### src/rtl/plot_pkg.sv
// plot_pkg: constants and types shared by the pixel-plot arbiter.
//   - default screen size (SCR_W_DEF x SCR_H_DEF)
//   - VGA coordinate/colour widths and internal counter widths
//   - FSM state encoding for plot_arbiter
//   - ptr_w(): round-robin pointer width for a given requester count
package plot_pkg;

  localparam int SCR_W_DEF = 160;
  localparam int SCR_H_DEF = 120;

  localparam int X_W  = 8;  // VGA_X / rect_x / rect_w
  localparam int Y_W  = 7;  // VGA_Y / rect_y / rect_h
  localparam int C_W  = 3;  // 3-bit RGB
  localparam int CX_W = 9;  // x counter: holds x+w-1 up to 509
  localparam int CY_W = 8;  // y counter: holds y+h-1 up to 253

  typedef enum logic [1:0] {
    IDLE  = 2'd0,
    GRANT = 2'd1,
    DRAW  = 2'd2,
    DONE  = 2'd3
  } state_t;

  // Pointer/index width; a single requester still needs a 1-bit index.
  function automatic int ptr_w(input int n);
    return (n > 1) ? $clog2(n) : 1;
  endfunction

endpackage

### src/rtl/rr_arbiter.sv
// rr_arbiter: combinational rotating-priority picker.
//   req     in  NREQ  request vector
//   ptr     in  PW    index that has highest priority this round
//   gnt     out NREQ  one-hot grant (all zero when no request)
//   gnt_idx out PW    index of the granted requester
// Search order is ptr, ptr+1, ..., NREQ-1, 0, ..., ptr-1.
module rr_arbiter
  import plot_pkg::*;
#(
  parameter int NREQ = 3,
  parameter int PW   = ptr_w(NREQ)
) (
  input  logic [NREQ-1:0] req,
  input  logic [PW-1:0]   ptr,
  output logic [NREQ-1:0] gnt,
  output logic [PW-1:0]   gnt_idx
);

  // Requests at or above the pointer take precedence over wrapped ones.
  logic [NREQ-1:0] hi;

  always_comb begin
    hi      = '0;
    gnt     = '0;
    gnt_idx = '0;
    for (int i = 0; i < NREQ; i++)
      hi[i] = req[i] & (PW'(i) >= ptr);
    // Scan downward so the lowest set index is the last one written.
    if (|hi) begin
      for (int i = NREQ - 1; i >= 0; i--)
        if (hi[i]) begin
          gnt     = '0;
          gnt[i]  = 1'b1;
          gnt_idx = PW'(i);
        end
    end else begin
      for (int i = NREQ - 1; i >= 0; i--)
        if (req[i]) begin
          gnt     = '0;
          gnt[i]  = 1'b1;
          gnt_idx = PW'(i);
        end
    end
  end

endmodule

### src/rtl/plot_arbiter.sv
// plot_arbiter: shares the single VGA pixel-write port among NREQ
// rectangle-fill requesters, round-robin, one pixel per clock.
//   CLOCK_50    in   clock, rising edge
//   reset       in   async reset, active-high
//   req         in   NREQ     per-requester fill request, held until done
//   rect_x/y    in   8/7 bits per requester: top-left corner
//   rect_w/h    in   8/7 bits per requester: size (0 = empty fill)
//   rect_color  in   3 bits per requester
//   done        out  NREQ     1-cycle pulse when that requester's fill ends
//   busy        out  high whenever the FSM is not IDLE
//   VGA_X/Y/COLOR, plot  out  registered pixel write port
// Off-screen pixels (x >= SCR_W or y >= SCR_H) still take a cycle but are
// not plotted; VGA_* hold their last value whenever plot is low.
module plot_arbiter
  import plot_pkg::*;
#(
  parameter int NREQ  = 3,
  parameter int SCR_W = SCR_W_DEF,
  parameter int SCR_H = SCR_H_DEF
) (
  input  logic                  CLOCK_50,
  input  logic                  reset,
  input  logic [NREQ-1:0]       req,
  input  logic [X_W*NREQ-1:0]   rect_x,
  input  logic [Y_W*NREQ-1:0]   rect_y,
  input  logic [X_W*NREQ-1:0]   rect_w,
  input  logic [Y_W*NREQ-1:0]   rect_h,
  input  logic [C_W*NREQ-1:0]   rect_color,
  output logic [NREQ-1:0]       done,
  output logic                  busy,
  output logic [X_W-1:0]        VGA_X,
  output logic [Y_W-1:0]        VGA_Y,
  output logic [C_W-1:0]        VGA_COLOR,
  output logic                  plot
);

  localparam int PW = ptr_w(NREQ);

  state_t            state;
  logic [PW-1:0]     ptr;
  logic [PW-1:0]     win;      // granted index
  logic [NREQ-1:0]   win_oh;   // granted one-hot, drives done
  logic [NREQ-1:0]   pick_oh;
  logic [PW-1:0]     pick_idx;

  // Latched rectangle (fields are frozen in GRANT)
  logic [X_W-1:0]    lx;
  logic [C_W-1:0]    col;
  logic [CX_W-1:0]   ex;       // last column x+w-1
  logic [CY_W-1:0]   ey;       // last row y+h-1
  logic [CX_W-1:0]   cx;
  logic [CY_W-1:0]   cy;

  // Winner's live fields, used only in GRANT
  logic [X_W-1:0]    fx, fw;
  logic [Y_W-1:0]    fy, fh;
  logic [C_W-1:0]    fc;

  logic [CX_W-1:0]   nx;
  logic [CY_W-1:0]   ny;
  logic              last;

  rr_arbiter #(.NREQ(NREQ), .PW(PW)) u_rr (
    .req     (req),
    .ptr     (ptr),
    .gnt     (pick_oh),
    .gnt_idx (pick_idx)
  );

  always_comb begin
    fx = '0; fy = '0; fw = '0; fh = '0; fc = '0;
    for (int i = 0; i < NREQ; i++)
      if (win == PW'(i)) begin
        fx = rect_x[i*X_W +: X_W];
        fy = rect_y[i*Y_W +: Y_W];
        fw = rect_w[i*X_W +: X_W];
        fh = rect_h[i*Y_W +: Y_W];
        fc = rect_color[i*C_W +: C_W];
      end
  end

  // Raster step from the pixel currently on the port to the next one.
  always_comb begin
    last = (cx == ex) && (cy == ey);
    if (cx == ex) begin
      nx = {1'b0, lx};
      ny = cy + 8'd1;
    end else begin
      nx = cx + 9'd1;
      ny = cy;
    end
  end

  function automatic logic on_screen(input logic [CX_W-1:0] x,
                                     input logic [CY_W-1:0] y);
    return (x < CX_W'(SCR_W)) && (y < CY_W'(SCR_H));
  endfunction

  // Outputs are registered, so the first pixel is loaded on the GRANT edge
  // and each DRAW edge loads the following pixel; DRAW cycles therefore line
  // up one-to-one with pixels on the port.
  always_ff @(posedge CLOCK_50 or posedge reset) begin
    if (reset) begin
      state     <= IDLE;
      ptr       <= '0;
      win       <= '0;
      win_oh    <= '0;
      lx        <= '0;
      col       <= '0;
      ex        <= '0;
      ey        <= '0;
      cx        <= '0;
      cy        <= '0;
      done      <= '0;
      busy      <= 1'b0;
      plot      <= 1'b0;
      VGA_X     <= '0;
      VGA_Y     <= '0;
      VGA_COLOR <= '0;
    end else begin
      case (state)
        IDLE: begin
          done <= '0;
          plot <= 1'b0;
          if (|req) begin
            win    <= pick_idx;
            win_oh <= pick_oh;
            busy   <= 1'b1;
            state  <= GRANT;
          end
        end

        GRANT: begin
          lx  <= fx;
          col <= fc;
          ex  <= {1'b0, fx} + {1'b0, fw} - 9'd1;
          ey  <= {1'b0, fy} + {1'b0, fh} - 8'd1;
          if (fw == '0 || fh == '0) begin
            plot  <= 1'b0;
            done  <= win_oh;
            state <= DONE;
          end else begin
            cx    <= {1'b0, fx};
            cy    <= {1'b0, fy};
            state <= DRAW;
            if (on_screen({1'b0, fx}, {1'b0, fy})) begin
              plot      <= 1'b1;
              VGA_X     <= fx;
              VGA_Y     <= fy;
              VGA_COLOR <= fc;
            end else begin
              plot <= 1'b0;
            end
          end
        end

        DRAW: begin
          if (last) begin
            plot  <= 1'b0;
            done  <= win_oh;
            state <= DONE;
          end else begin
            cx <= nx;
            cy <= ny;
            if (on_screen(nx, ny)) begin
              plot      <= 1'b1;
              VGA_X     <= nx[X_W-1:0];
              VGA_Y     <= ny[Y_W-1:0];
              VGA_COLOR <= col;
            end else begin
              plot <= 1'b0;
            end
          end
        end

        DONE: begin
          done  <= '0;
          plot  <= 1'b0;
          busy  <= 1'b0;
          ptr   <= (win == PW'(NREQ - 1)) ? '0 : win + 1'b1;
          state <= IDLE;
        end

        default: state <= IDLE;
      endcase
    end
  end

endmodule
### config.mk
export PLATFORM = sky130hd
export DESIGN_NAME = plot_arbiter
export DESIGN_NICKNAME = d
export VERILOG_FILES = /design/src/rtl/plot_pkg.sv /design/src/rtl/rr_arbiter.sv /design/src/rtl/plot_arbiter.sv
export SDC_FILE = /design/constraint.sdc
export NUM_CORES = 1
export LEC_CHECK = 0
export CAP_MARGIN = 20
export CORE_ASPECT_RATIO = 0.5
export CORE_MARGIN = 2
export CORE_UTILIZATION = 52
export CTS_CLUSTER_DIAMETER = 30
export DETAILED_ROUTE_END_ITERATION = 16
export PLACE_DENSITY = 0.83
export SLEW_MARGIN = 20
export SYNTH_ARGS = -nofsm -noshare
export SYNTH_HDL_FRONTEND = slang
export SYNTH_SLANG_ARGS = --single-unit
### constraint.sdc
create_clock -name CLOCK_50 -period 3.74 [get_ports CLOCK_50]
set_input_delay 0.748 -clock CLOCK_50 [delete_from_list [all_inputs] [get_ports CLOCK_50]]
set_output_delay 0.748 -clock CLOCK_50 [all_outputs]
set_load 0.01 [all_outputs]
# Word level (Yosys, flattened, before mapping)

Index checks and enable logic that the tools add are counted.
W data, S select, Z words.

Register bits after elaboration: 77
Input port bits: 104
Output and inout port bits: 23
Word-level logic and storage cells: 133

Add/sub/neg operators: 7
$lt $le $gt $ge: 7
Eq/ne operators: 14
Mux-type cells: 67
Bitwise gates (word level): 3
Reductions and logical operators: 19

Operators by type and width:

| cell                  | count |
|---|---|
| $mux W8               | 13 |
| $mux W7               | 10 |
| $mux W3               | 16 |
| $pmux W8 S2           | 2 |
| $mux W9               | 3 |
| $mux W2               | 10 |
| $pmux W9 S2           | 1 |
| $ne A2 B2 Y1 const B  | 7 |
| $pmux W7 S2           | 1 |
| $add A8 B8 Y9         | 1 |
| $add A9 B1 Y9 const B | 1 |
| $eq A9 B9 Y1          | 1 |
| $lt A9 B8 Y1 const B  | 1 |
| $pmux W3 S3           | 1 |
| $sub A9 B1 Y9 const B | 1 |
| $add A7 B7 Y8         | 1 |
| $add A8 B1 Y8 const B | 1 |
| $eq A8 B8 Y1          | 1 |
| $logic_not A8 Y1      | 1 |
| $lt A8 B7 Y1 const B  | 1 |
| $lt A8 B8 Y1 const B  | 1 |
| $pmux W2 S4           | 1 |
| $reduce_and A2 Y1     | 4 |
| $sub A8 B1 Y8 const B | 1 |
| other kinds (20)      | 36 |

# Depth between registers and ports, before layout

Gate-level depths: netlist (run 1).

Depth in word-level cells: 9
Depth in mapped cells: 18
Gate-level depth less buffers: 15

# Cells and area by module

A second synthesis (run 1) with hierarchy kept.

Cells, all modules: 594
Area, all modules: 5,704.2 sq um

Modules (own cells, without submodules):

| module       | instances | cells each | area an instance (sq um) |
|---|---|---|---|
| plot_arbiter | 1         | 581        | 5,619.1 |
| rr_arbiter   | 1         | 13         | 85.1 |

# Least setup slack after synthesis (run 1)

OpenSTA, ideal clock, no wires.

Path kind: reg2reg
Start point: reg win[0]
End point: reg ey[7]
Library setup time: 0.125 ns
Arrival: 3.181 ns
Required time: 3.615 ns
Setup slack: 0.434 ns
Cell stages (with the launch flop): 19
Path buffers: 3
Cell sequence: dfrtp_1 -> buf_6 -> buf_4 -> buf_1 -> mux2i_1 -> nor2_1 -> a21oi_1 -> ha_1 -> inv_1 -> ha_1 -> inv_1 -> fa_1 -> inv_1 -> a21o_1 -> a21oi_1 -> o21bai_1 -> a21oi_1 -> xnor2_1 -> mux2_2

Cells in the longest elaborated chain, start to end: 6
Elaborated cells on any way between the ends: 11

Ends and longest elaborated chain:

| element                | line                | text |
|---|---|---|
| from (decl)            | plot_arbiter.sv:41  | `logic [PW-1:0] win;` |
| from (signal assigned) | plot_arbiter.sv:126 | `win <= pick_idx;` |
| $logic_not A2 Y1       | plot_arbiter.sv:73  | `if (win == PW'(i)) begin` |
| $mux W7 (3 in a row)   | plot_arbiter.sv:73  |  |
| $add A7 B7 Y8 (*)      | plot_arbiter.sv:137 | `ey <= {1'b0, fy} + {1'b0, fh} - 8'd1;` |
| $sub A8 B1 Y8 (*)      | plot_arbiter.sv:137 |  |
| to (signal assigned)   | plot_arbiter.sv:137 |  |
| to (decl)              | plot_arbiter.sv:50  | `logic [CY_W-1:0] ey;` |

Every way passes the cells marked *; elsewhere a longest branch is shown, timed or not.
A chain may end at the register's enable or synchronous reset.

# Worst setup path in the final report (run 1)

Start point: in rect_w[1]
End point: reg ex[7]

Cells in the longest elaborated chain, start to end: 5

Ends and longest elaborated chain:

| element              | line                | text |
|---|---|---|
| from (decl)          | plot_arbiter.sv:26  | `input logic [X_W*NREQ-1:0] rect_w,` |
| $mux W8 (3 in a row) | plot_arbiter.sv:73  |  |
| $add A8 B8 Y9        | plot_arbiter.sv:136 | `ex <= {1'b0, fx} + {1'b0, fw} - 9'd1;` |
| $sub A9 B1 Y9        | plot_arbiter.sv:136 |  |
| to (signal assigned) | plot_arbiter.sv:136 |  |
| to (decl)            | plot_arbiter.sv:49  | `logic [CX_W-1:0] ex;` |

Every way passes these cells.

==> results of run 1 <==
## area by class of cell
| type | instances | area (um^2) |
|---|---|---|
| multi-input cells | 443 | 3440 |
| fillers | 833 | 3425 |
| flip-flops and latches | 75 | 1878 |
| repair buffers | 141 | 1411 |
| inverters | 69 | 259.0 |
| clock buffers | 10 | 229.0 |
| well taps | 145 | 181.4 |
| clock inverters | 6 | 88.84 |
## routing by layer
layer,vias up,part of all wire,GRT usage
met4,0,0.012,0.05556
met1,2466,0.46,0.3703
met5,-,0,0
li1,2412,-,-
met3,19,0.080,0.06571
met2,211,0.44,0.4129
## how the worst max path moves through the flow
stage                         start    end  slack, ps  cells after the start
after global routing      rect_h[8]  ey[7]        240                     16
after CTS                    win[0]  ey[7]        240                     16
after detailed placement  rect_w[1]  ex[7]        110                     14
final                     rect_w[1]  ex[7]        380                     14
after global placement    rect_w[9]  ex[7]        220                     14
after floorplan              win[0]  ey[7]        430                     18
## worst max-delay path, delay by kind of cell
kind | cells | cell delay [ps]
AOI/OAI and AO/OA | 5 | 960
adders and majority gates | 3 | 920
xor gates and xnor gates | 1 | 80
buffers and inverters | 3 | 570
muxes | 2 | 320
## per-stage QoR
stage | cell area, um^2 | power [W] | util | worst slack, ps | hold WS (ps)
floorplan | 5779 | 0.005230 | - | 434.3 | 475.3
global placement | 7164 | 0.006292 | 0.6566 | 220.2 | 489.5
detailed placement | 7164 | 0.006496 | 0.6566 | 106.4 | 496.0
CTS | 7482 | 0.007506 | 0.6857 | 237.6 | 512.7
global route | 7487 | 0.008119 | 0.6862 | 241.5 | 524.2
finish | 7487 | 0.007551 | 0.6862 | 375.4 | 503.4
## state kept, by name, indices dropped and copies added (netlist names)
register	count
VGA_X	8
VGA_COLOR	3
cx	9
ptr	2
cy	8
busy	1
ex	9
lx	8
win_oh	1
VGA_Y	7
col	3
state	2
done	3
win	2
plot	1
ey	8
## where the power goes
part	switching [W]	leakage (nW)	internal [W]	total, W
Sequential	0.000452	0.880	0.00124	0.00170
Clock	0.000361	0.149	0.000586	0.000946
Combinational	0.00254	2.28	0.00236	0.00491
Total	0.00336	3.31	0.00419	0.00755
## cells by family (layout without fill, tap and decap cells)
logic type | after synthesis | count (layout) | share of synthesized area
AO/OA/AOI/OAI | 141 | 141 | 0.1691
XOR/XNOR | 39 | 39 | 0.06430
adder cells (fa/ha/maj) | 36 | 36 | 0.08054
buffers and inverters | 105 | 226 | 0.08140
flip-flops | 75 | 75 | 0.3247
multiplexers | 78 | 78 | 0.1479
AND/OR/NAND/NOR | 149 | 149 | 0.1321
## repair_timing
item	4_1_cts	5_1_grt
buffers inserted	0	0
resized for setup	0	1
setup endpoints to repair	0	1
## placed cells by master (no fill, tap or decap), types with 4 or more instances in the layout
| master | synthesis | routed |
|---|---|---|
| a211oi_1 | 5 | 5 |
| a21o_1 | 5 | 5 |
| a21oi_1 | 56 | 56 |
| a31oi_1 | 4 | 4 |
| and2_1 | 4 | 4 |
| and3_1 | 4 | 4 |
| buf_4 | 3 | 12 |
| clkbuf_16 | 0 | 9 |
| clkdlybuf4s50_1 | 0 | 126 |
| dfrtp_1 | 75 | 74 |
| ha_1 | 34 | 34 |
| inv_1 | 68 | 67 |
| mux2_2 | 31 | 31 |
| mux2_4 | 7 | 7 |
| mux2i_1 | 40 | 40 |
| nand2_1 | 36 | 36 |
| nand2b_1 | 6 | 6 |
| nand3_1 | 13 | 13 |
| nand3b_1 | 4 | 4 |
| nand4_1 | 6 | 6 |
| nor2_1 | 48 | 48 |
| nor3_1 | 6 | 6 |
| nor4_1 | 6 | 6 |
| nor4b_1 | 5 | 5 |
| o21ai_0 | 17 | 17 |
| o21bai_1 | 6 | 6 |
| o2bb2ai_1 | 21 | 21 |
| xnor2_1 | 18 | 18 |
| xnor2_2 | 4 | 4 |
| xor2_1 | 17 | 17 |
==> flow_summary.yaml, run 1 <==
setup_path:
  start_kind: "input pin"
  path_class: "input pin to register"
  required_ps: 3970
  worst_setup_path_end_kind: "register"
  path_cells: "clkdlybuf4s50_1 -> mux2i_1 -> o2bb2ai_1 -> inv_1 -> ha_1 -> inv_1 -> ha_1 -> fa_1 -> a21o_1 -> a21oi_1 -> o21bai_1 -> a21oi_1 -> xnor2_1 -> mux2_2"
  rrSetupSlack_ps: 420
  reg2reg_depth: 14
  critical_path.max_stage_delay_ps: 460
  crit_arrival_ps: 3590
  rr_endpoint: "ex[7]"
  cp_max_fo: 2
  critPathSlowestCell: "clkdlybuf4s50_1"
  timing.rr.start: "win[0]"
detailed_routing:
  vias: 5108
  wl_per_cell_um: 17.32
  wirelength_um: 15400
  ant_nets: 0
  firstDrtPassIters: 5
  drc: 0
  vias_per_cell: 5.746
  drt_iter0_drc: 426
hold_path:
  min_path_type: "register to register"
  worstHoldPathCells: 1
  min-delay-start: "VGA_Y[6]"
  whs_endpoint: "VGA_Y[6]"
sta:
  finalCritPeriodShare: 0.8996
  rsz0062_at_grt: "no"
  skew_ps: 8.307
  setup_viol: 0
  tns_ps: 0
  worst_slew_pin_slew_ps: 596.7
  fmax_mhz: 297.2
  fin_crit_ps: 3365
  finalHoldViolations: 0
  slew_viol_final: 0
  slew-limit-headroom: 0.5985
global_routing:
  track_usage: 0.2632
  antenna_found_initial: 0
  grt_max_degree: 65
  grt_pass1_wl_um: 25260
  grt_pass1_vias: 4923
  gr-total-overflow: 0
clock_tree:
  htree_levels: 3
  numCtsBuffers: 9
  clk_latency_ps: 350
  hold_buffers: 0
  tritoncts: "done"
  clockRootBuffer: "clkbuf_16"
  clock_path_buffers: 2
  clk_pin_slew_ps: 60
  cts_sinks: 75
run:
  maxCapViolCount: 0
floorplanning:
  num_rows: 27
  dieArea_um2: 12020
  die_x_um: 153.1
  start_util: 0.5296
  ios: 127
  die_h_um: 78.55
  coreArea_um2: 10910
layout:
  area_growth_syn_to_layout_pct: 29.55
  finish.net_count: 879
  instances_no_fill: 889
  n_antenna_cell: 0
  drive_gt1_frac: 0.1169
synthesis:
  synth-seq-cells: 75
  synthesis.area_um2: 5779
  synth_seq_area_share: 0.3247
  ys.flop_type: "dfrtp_1"
  synthArstFlopShare: 1.000
  synthesis.nets: 763
  yosysMostFrequentCell: "dfrtp_1"
  synth_top_area_cell: "dfrtp_1"
  synth_commonest_cells: "dfrtp_1 (75), inv_1 (68), a21oi_1 (56)"
  synth-edff-count: 0
  ys_types: 63
  syn_inst: 623
  yosysTopAreaCellShare: 0.3247
  avgSynthCellArea_um2: 9.277
  yosys_warnings: 0
  synth_area_leaders: "dfrtp_1 (32%), ha_1 (7.4%), mux2i_1 (6.9%)"
pwr:
  peakVddDrop_uv: 450.9
  p_per_area_nw_per_um2: 1009
  leakage_nw: 3.311
run_status:
  status: "finished clean"
place:
  dp_hpwl_um: 11810
  placed_cells: 873
  port_buffers: 126
  gp_congestion: 0.8637
Note: power is estimated with default switching activity, not from simulation.
==> run 2: changes to the inputs <==
--- a/config.mk
+++ b/config.mk
@@ -12,7 +12,6 @@
 export CTS_CLUSTER_DIAMETER = 30
 export DETAILED_ROUTE_END_ITERATION = 16
 export PLACE_DENSITY = 0.83
-export SLEW_MARGIN = 20
 export SYNTH_ARGS = -nofsm -noshare
 export SYNTH_HDL_FRONTEND = slang
 export SYNTH_SLANG_ARGS = --single-unit
==> results of run 2 <==
Same layout as run 1: the final DEF is identical, and so are final timing and power.
